**config.mk**
```make
export PLATFORM = sky130hd
export DESIGN_NAME = config_uploader
export DESIGN_NICKNAME = d
export VERILOG_FILES = /design/src/rtl/gw_config_pkg.sv /design/src/rtl/config_header_rom.sv /design/src/rtl/config_uploader.sv
export SDC_FILE = /design/constraint.sdc
export NUM_CORES = 1
export LEC_CHECK = 0
export CAP_MARGIN = 10
export CORE_UTILIZATION = 39
export CTS_BUF_LIST = sky130_fd_sc_hd__clkbuf_4 sky130_fd_sc_hd__clkbuf_8
export CTS_CLUSTER_SIZE = 8
export DETAILED_ROUTE_END_ITERATION = 12
export GPL_TIMING_DRIVEN = 0
export PLACE_DENSITY = 0.76
export SYNTH_ARGS = -nofsm -noshare
export SYNTH_HDL_FRONTEND = slang
export SYNTH_SLANG_ARGS = --single-unit
```
**constraint.sdc**
```tcl
create_clock -name clk -period 6.67 [get_ports clk]
set_input_delay 1.334 -clock clk [delete_from_list [all_inputs] [get_ports clk]]
set_output_delay 1.334 -clock clk [all_outputs]
set_load 0.1 [all_outputs]
```
**src/rtl/gw_config_pkg.sv**
```systemverilog
// Shared layout of the game config header image: field offsets, the config
// snapshot struct and the byte-level image builder used by uploader and loader.
package gw_config_pkg;

  localparam logic [24:0] IMAGE_START_ADDR = 25'h0000000;
  localparam logic [24:0] IMAGE_END_ADDR   = 25'h000007F;
  localparam logic [7:0]  HEADER_VERSION   = 8'h01;

  localparam logic [7:0] VERSION_BYTE     = 8'd0;
  localparam logic [7:0] MPU_BYTE         = 8'd1;
  localparam logic [7:0] SCREEN_CFG_BYTE  = 8'd2;
  localparam logic [7:0] SCREEN_SIZE_BYTE = 8'd3;
  localparam logic [7:0] RESERVED_BYTE    = 8'd6;
  localparam logic [7:0] INPUT_MAP_BYTE   = 8'd8;
  localparam logic [7:0] INPUT_B_BYTE     = 8'd40;
  localparam logic [7:0] INPUT_BA_BYTE    = 8'd41;
  localparam logic [7:0] INPUT_ACL_BYTE   = 8'd42;

  localparam logic [15:0] TIMEOUT_WORD = 16'hDEAD;

  typedef struct packed {
    logic [7:0]       mpu;
    logic [7:0]       screen_config;
    logic [11:0]      screen_width;
    logic [11:0]      screen_height;
    logic [7:0][31:0] input_s;
    logic [7:0]       input_b;
    logic [7:0]       input_ba;
    logic [7:0]       input_acl;
  } game_config_t;

  typedef enum logic [1:0] {
    ST_IDLE     = 2'd0,
    ST_HDR      = 2'd1,
    ST_MEM_WAIT = 2'd2
  } upload_state_e;

  // Byte idx of the header image; everything not listed reads as zero.
  function automatic logic [7:0] header_byte(input game_config_t cfg, input logic [7:0] idx);
    logic [23:0] size;
    logic [7:0]  rel;
    logic [31:0] map_word;
    size     = {cfg.screen_height, cfg.screen_width};
    rel      = idx - INPUT_MAP_BYTE;
    map_word = cfg.input_s[rel[4:2]];
    header_byte = 8'h00;
    if (idx == VERSION_BYTE) begin
      header_byte = HEADER_VERSION;
    end else if (idx == MPU_BYTE) begin
      header_byte = cfg.mpu;
    end else if (idx == SCREEN_CFG_BYTE) begin
      header_byte = cfg.screen_config;
    end else if (idx == SCREEN_SIZE_BYTE) begin
      header_byte = size[7:0];
    end else if (idx == SCREEN_SIZE_BYTE + 8'd1) begin
      header_byte = size[15:8];
    end else if (idx == SCREEN_SIZE_BYTE + 8'd2) begin
      header_byte = size[23:16];
    end else if (idx >= INPUT_MAP_BYTE && idx < INPUT_B_BYTE) begin
      header_byte = map_word[{rel[1:0], 3'b000} +: 8];
    end else if (idx == INPUT_B_BYTE) begin
      header_byte = cfg.input_b;
    end else if (idx == INPUT_BA_BYTE) begin
      header_byte = cfg.input_ba;
    end else if (idx == INPUT_ACL_BYTE) begin
      header_byte = cfg.input_acl;
    end
  endfunction

endpackage

```
**src/rtl/config_header_rom.sv**
```systemverilog
// Combinational header image: maps a word address to {byte 2n+1, byte 2n}
// of the config snapshot.
module config_header_rom
  import gw_config_pkg::*;
(
  input  game_config_t cfg_i,
  input  logic [6:0]   word_addr_i,
  output logic [15:0]  word_o
);

  always_comb begin
    word_o = {header_byte(cfg_i, {word_addr_i, 1'b1}),
              header_byte(cfg_i, {word_addr_i, 1'b0})};
  end

endmodule

```
**src/rtl/config_uploader.sv**
```systemverilog
// Serves ioctl upload reads: low word addresses from a snapshot of the config
// header, higher addresses from external memory over a req/ack handshake.
module config_uploader
  import gw_config_pkg::*;
#(
  parameter logic [24:0] HEADER_WORDS = 25'h80,
  parameter logic [23:0] MEM_WORDS    = 24'h4000,
  parameter logic [7:0]  MEM_TIMEOUT  = 8'd255
) (
  input  logic        clk,
  input  logic        reset,
  input  logic        ioctl_upload,
  input  logic        ioctl_rd,
  input  logic [24:0] ioctl_addr,
  output logic [15:0] ioctl_din,
  output logic        ioctl_wait,
  input  logic [7:0]  mpu,
  input  logic [7:0]  screen_config,
  input  logic [11:0] screen_width,
  input  logic [11:0] screen_height,
  input  logic [31:0] input_s0_config,
  input  logic [31:0] input_s1_config,
  input  logic [31:0] input_s2_config,
  input  logic [31:0] input_s3_config,
  input  logic [31:0] input_s4_config,
  input  logic [31:0] input_s5_config,
  input  logic [31:0] input_s6_config,
  input  logic [31:0] input_s7_config,
  input  logic [7:0]  input_b_config,
  input  logic [7:0]  input_ba_config,
  input  logic [7:0]  input_acl_config,
  output logic [23:0] mem_addr,
  output logic        mem_rd,
  input  logic        mem_ack,
  input  logic [15:0] mem_data,
  output logic        timeout_err,
  output logic [1:0]  fsm_state
);

  // Memory handshake: mem_rd rises with mem_addr valid and stays high until
  // the cycle mem_ack is sampled (or the read is aborted); mem_ack is a
  // one-cycle data-valid pulse and is ignored outside MEM_WAIT.

  upload_state_e state_q, state_d;
  game_config_t  cfg_q, cfg_d, live_cfg;
  logic          upload_q;
  logic          upload_rise;
  logic [15:0]   din_q, din_d;
  logic          wait_q, wait_d;
  logic          mem_rd_q, mem_rd_d;
  logic [23:0]   mem_addr_q, mem_addr_d;
  logic [7:0]    tmo_cnt_q, tmo_cnt_d;
  logic          err_q, err_d;
  logic [24:0]   mem_offset;
  logic [15:0]   rom_word;

  always_comb begin
    live_cfg = '{
      mpu:           mpu,
      screen_config: screen_config,
      screen_width:  screen_width,
      screen_height: screen_height,
      input_s:       {input_s7_config, input_s6_config, input_s5_config, input_s4_config,
                      input_s3_config, input_s2_config, input_s1_config, input_s0_config},
      input_b:       input_b_config,
      input_ba:      input_ba_config,
      input_acl:     input_acl_config
    };
  end

  assign upload_rise = ioctl_upload & ~upload_q;
  assign mem_offset  = ioctl_addr - HEADER_WORDS;

  config_header_rom u_rom (
    .cfg_i       (cfg_q),
    .word_addr_i (ioctl_addr[6:0]),
    .word_o      (rom_word)
  );

  always_comb begin
    state_d    = state_q;
    cfg_d      = cfg_q;
    din_d      = din_q;
    wait_d     = wait_q;
    mem_rd_d   = mem_rd_q;
    mem_addr_d = mem_addr_q;
    tmo_cnt_d  = tmo_cnt_q;
    err_d      = err_q;

    if (upload_rise) begin
      cfg_d = live_cfg;
      err_d = 1'b0;
    end

    unique case (state_q)
      ST_IDLE: begin
        if (ioctl_rd && ioctl_upload) begin
          if (ioctl_addr < HEADER_WORDS) begin
            din_d   = rom_word;
            state_d = ST_HDR;
          // Range check uses the full 25-bit offset so huge addresses cannot alias into memory.
          end else if (mem_offset >= {1'b0, MEM_WORDS}) begin
            din_d   = 16'h0000;
            state_d = ST_HDR;
          end else begin
            mem_addr_d = mem_offset[23:0];
            mem_rd_d   = 1'b1;
            wait_d     = 1'b1;
            tmo_cnt_d  = 8'd0;
            state_d    = ST_MEM_WAIT;
          end
        end
      end
      ST_HDR: begin
        state_d = ST_IDLE;
      end
      ST_MEM_WAIT: begin
        tmo_cnt_d = tmo_cnt_q + 8'd1;
        if (!ioctl_upload) begin
          mem_rd_d = 1'b0;
          wait_d   = 1'b0;
          state_d  = ST_IDLE;
        end else if (mem_ack) begin
          din_d    = mem_data;
          mem_rd_d = 1'b0;
          wait_d   = 1'b0;
          state_d  = ST_IDLE;
        end else if (tmo_cnt_d == MEM_TIMEOUT) begin
          din_d    = TIMEOUT_WORD;
          err_d    = 1'b1;
          mem_rd_d = 1'b0;
          wait_d   = 1'b0;
          state_d  = ST_IDLE;
        end
      end
      default: begin
        state_d = ST_IDLE;
      end
    endcase
  end

  always_ff @(posedge clk) begin
    if (reset) begin
      state_q    <= ST_IDLE;
      cfg_q      <= '0;
      upload_q   <= 1'b0;
      din_q      <= 16'h0000;
      wait_q     <= 1'b0;
      mem_rd_q   <= 1'b0;
      mem_addr_q <= 24'h000000;
      tmo_cnt_q  <= 8'd0;
      err_q      <= 1'b0;
    end else begin
      state_q    <= state_d;
      cfg_q      <= cfg_d;
      upload_q   <= ioctl_upload;
      din_q      <= din_d;
      wait_q     <= wait_d;
      mem_rd_q   <= mem_rd_d;
      mem_addr_q <= mem_addr_d;
      tmo_cnt_q  <= tmo_cnt_d;
      err_q      <= err_d;
    end
  end

  assign ioctl_din   = din_q;
  assign ioctl_wait  = wait_q;
  assign mem_rd      = mem_rd_q;
  assign mem_addr    = mem_addr_q;
  assign timeout_err = err_q;
  assign fsm_state   = state_q;

endmodule

```
==> flow_metrics.tcl <==
set metrics [dict create \
    outcome "completed" \
    ys_ff_latch 373 \
    syn_inst 1956 \
    critPathTopFamily "buffers and inverters" \
    whs_ps 454 \
    yosys-top-cells-count "692 x nand2_1, 373 x dfxtp_1, 345 x a21oi_1, 125 x clkbuf_1, 69 x mux4_2" \
    synth_compound_area_share_pct 17.8 \
    cp.depth 14 \
    die_area_sq_um 42400 \
    fin_cells 3015 \
    rows 74 \
    pre_cts_ws_ps 181 \
    r2r-start "upload_q" \
    place_area_sq_um 21000 \
    cts.sinks 373 \
    die_height_microns 206 \
    maxSlewHeadroom_pct 16.9 \
    cts_root_buf "clkbuf_8" \
    fin_ws_ps 738 \
    cp_slowest_cell "clkdlybuf4s50_1" \
    worstSetupEndpointType "register" \
    synth_edf_count 0 \
    io_pins 411 \
    antenna_found_initial 3 \
    rsz0062_at_grt "no" \
    insertion_delay_ps 610 \
    syn-num-nets 2327 \
    finalCriticalPeriod_ps 5930 \
    yosys_warnings 0 \
    rr_endpoint "cfg_q[48]" \
    hold_path.class "reg2reg" \
    finalPower_mw 5.57 \
    routed_wl_microns 68100 \
    cts_hold_buffers 0 \
    r2r_cells 6 \
    drive_gt1_share_pct 9.87 \
    synth_area_sq_um 16200 \
    final_net_count 2804 \
    p_per_area_nw_per_um2 249 \
    synth_top_family_by_area "simple AND/OR/NAND/NOR gates" \
    syn_avg_cell_area_sq_um 8.30 \
    worstHoldStart "cfg_q[135]" \
    cts_tree "built" \
    clk_path_buf_depth 3 \
    seq_area_frac_synth_pct 46.0 \
    crit_path_max_fanout 10 \
    drc 0 \
    clock.fmax_ghz 0.169 \
    ys.flop_type "dfxtp_1" \
    synthSimpleGateAreaFrac_pct 20.8 \
    arrival_ps 6390 \
    critPathKind "in2reg" \
    ir_drop_uv 112 \
    period_share_pct 88.9 \
    cp.required_ps 7130 \
    fin_area_sq_um 22400 \
    wl_per_cell_microns 22.6 \
    dp_hpwl_microns 53900 \
    drt-vias-per-instance 5.58 \
    synth_area_leaders "dfxtp_1 46%, nand2_1 16%, a21oi_1 11%" \
    dpl.cell_count 2897 \
    grt-ovfl-total 0 \
    syn2layout_area_growth_pct 38.1 \
    clock-skew-final_ps 29.0 \
    synth_cell_types 73 \
    p_leak_nw 8.13 \
    num_vias 16800 \
    finalMaxSlewViolations 0 \
    max_stage_delay_ps 680 \
    min_delay_path_depth 2 \
    setup_violations 0 \
    reg2reg_slack_ps 3980 \
    design.core.area_sq_um 40900 \
    fin_util_pct 54.8 \
    cts_buffers 66 \
    grt_pass1_vias 16400 \
    min_to "cfg_q[135]" \
    grt_pass1_wl_microns 97500 \
    nFillCells 3719 \
    tns_ps 0 \
    synth-xor-area-share_pct 0.432 \
    synthMuxAreaShare_pct 10.2 \
    die_x_microns 206 \
    cts_resized 0 \
    crit_top_cell "buf_2" \
    synth_most_common_cell "nand2_1" \
    grt_use_total_pct 31.6 \
    antenna_cells 0 \
    first_pass_iters 7 \
    synth-async-reset-ratio_pct 0 \
    postCtsSetupBuffers 0 \
    yosysTopAreaCellShare_pct 46.0 \
    htree_levels 3 \
    synth.largest_area_cell "dfxtp_1" \
    multi_input_comb_area_sq_um 8070 \
    grt_max_degree 11 \
    worst_pin_slew_ps 1250 \
    startpoint_type "input pin" \
    gp_congestion 0.955 \
    hold_viol 0 \
    clkTransAtPathRegs_ps 60 \
    io_buffers 409 \
    drt-initial-drc-count 1523 \
    crit_chain "clkdlybuf4s50_1, buf_2, buf_2, buf_4, clkinv_1, ha_1, buf_2, buf_2, buf_2, nor2_1, a221oi_1, a222oi_1, o21ai_0, a311oi_1" \
    synthAdderAreaFrac_pct 0.385 \
    cap_violations 0 \
    initial_core_util_pct 39.7 \
    cp_num_buf_inv 8 \
    seqCellArea_sq_um 7470 \
    ant_nets 0 \
]
kinds of logic after synthesis:
kind of cell	after synthesis
flip-flops	373
multiplexers	79
adder cells (fa/ha/maj)	5
AND/OR/NAND/NOR	831
buffers and inverters	167
XOR/XNOR	8
AO/OA/AOI/OAI	493
tightest hold or removal path, cell delays in order (launching register included):
cell,delay (ps)
dfxtp_1,300
nand2_1,50
a21oi_1,50
where the power goes:
group          internal [mW]  total [mW]  switching [mW]  leakage [nW]
Combinational          0.378       0.837           0.459          4.31
Clock                   1.34        2.32           0.982         0.762
Sequential              2.34        2.42          0.0752          3.06
final cells by class:
cell class	count	share of cell area, %
plain buffers	157	2.94
clock buffers	109	5.94
clock inverters	9	0.446
inverters	10	0.167
multi-input cells	1416	36.0
flip-flops and latches	373	33.3
well taps	532	2.97
repair buffers	409	18.3
registers in the layout, indices dropped and copies added (netlist names):
name	count
mem_addr	24
timeout_err	1
ioctl_din	16
fsm_state	2
mem_rd	1
upload_q	1
tmo_cnt_q	8
cfg_q	320
cells in the final DEF (no fill, tap or decap), drive strengths merged, types with 7 or more instances in the layout:
master / count
o211ai: 9
a22o: 10
mux2: 7
and3: 8
a311oi: 15
a22oi: 11
nor2b: 9
and2: 14
inv: 9
nor3: 13
o21ai: 42
buf: 32
nand2b: 7
nand2: 692
nor2: 46
a21oi: 345
nand3: 20
clkdlybuf4s50: 409
dfxtp: 373
xnor2: 7
clkbuf: 234
a221oi: 7
a211oi: 13
mux4: 69
metal layers:
metal  up-vias  GRT usage (%)  wire length, microns  share of wire [%]
met4         0           17.9                  3830                5.6
met5         -              0                     0                  0
met1      7989           38.9                 26300                 39
li1       7692              -                     -                  -
met3       190           5.76                  6370                9.4
met2       938           51.7                 31600                 46
worst max-delay path by stage:
stage,from,end
detailed placement,ioctl_addr[2],ioctl_din[3]
floorplan,ioctl_addr[2],ioctl_din[6]
CTS,ioctl_addr[2],ioctl_din[3]
global placement,ioctl_addr[2],ioctl_din[5]
global route,ioctl_addr[2],ioctl_din[5]
finish,ioctl_addr[2],ioctl_din[9]
(Power assumes the default switching activity.)
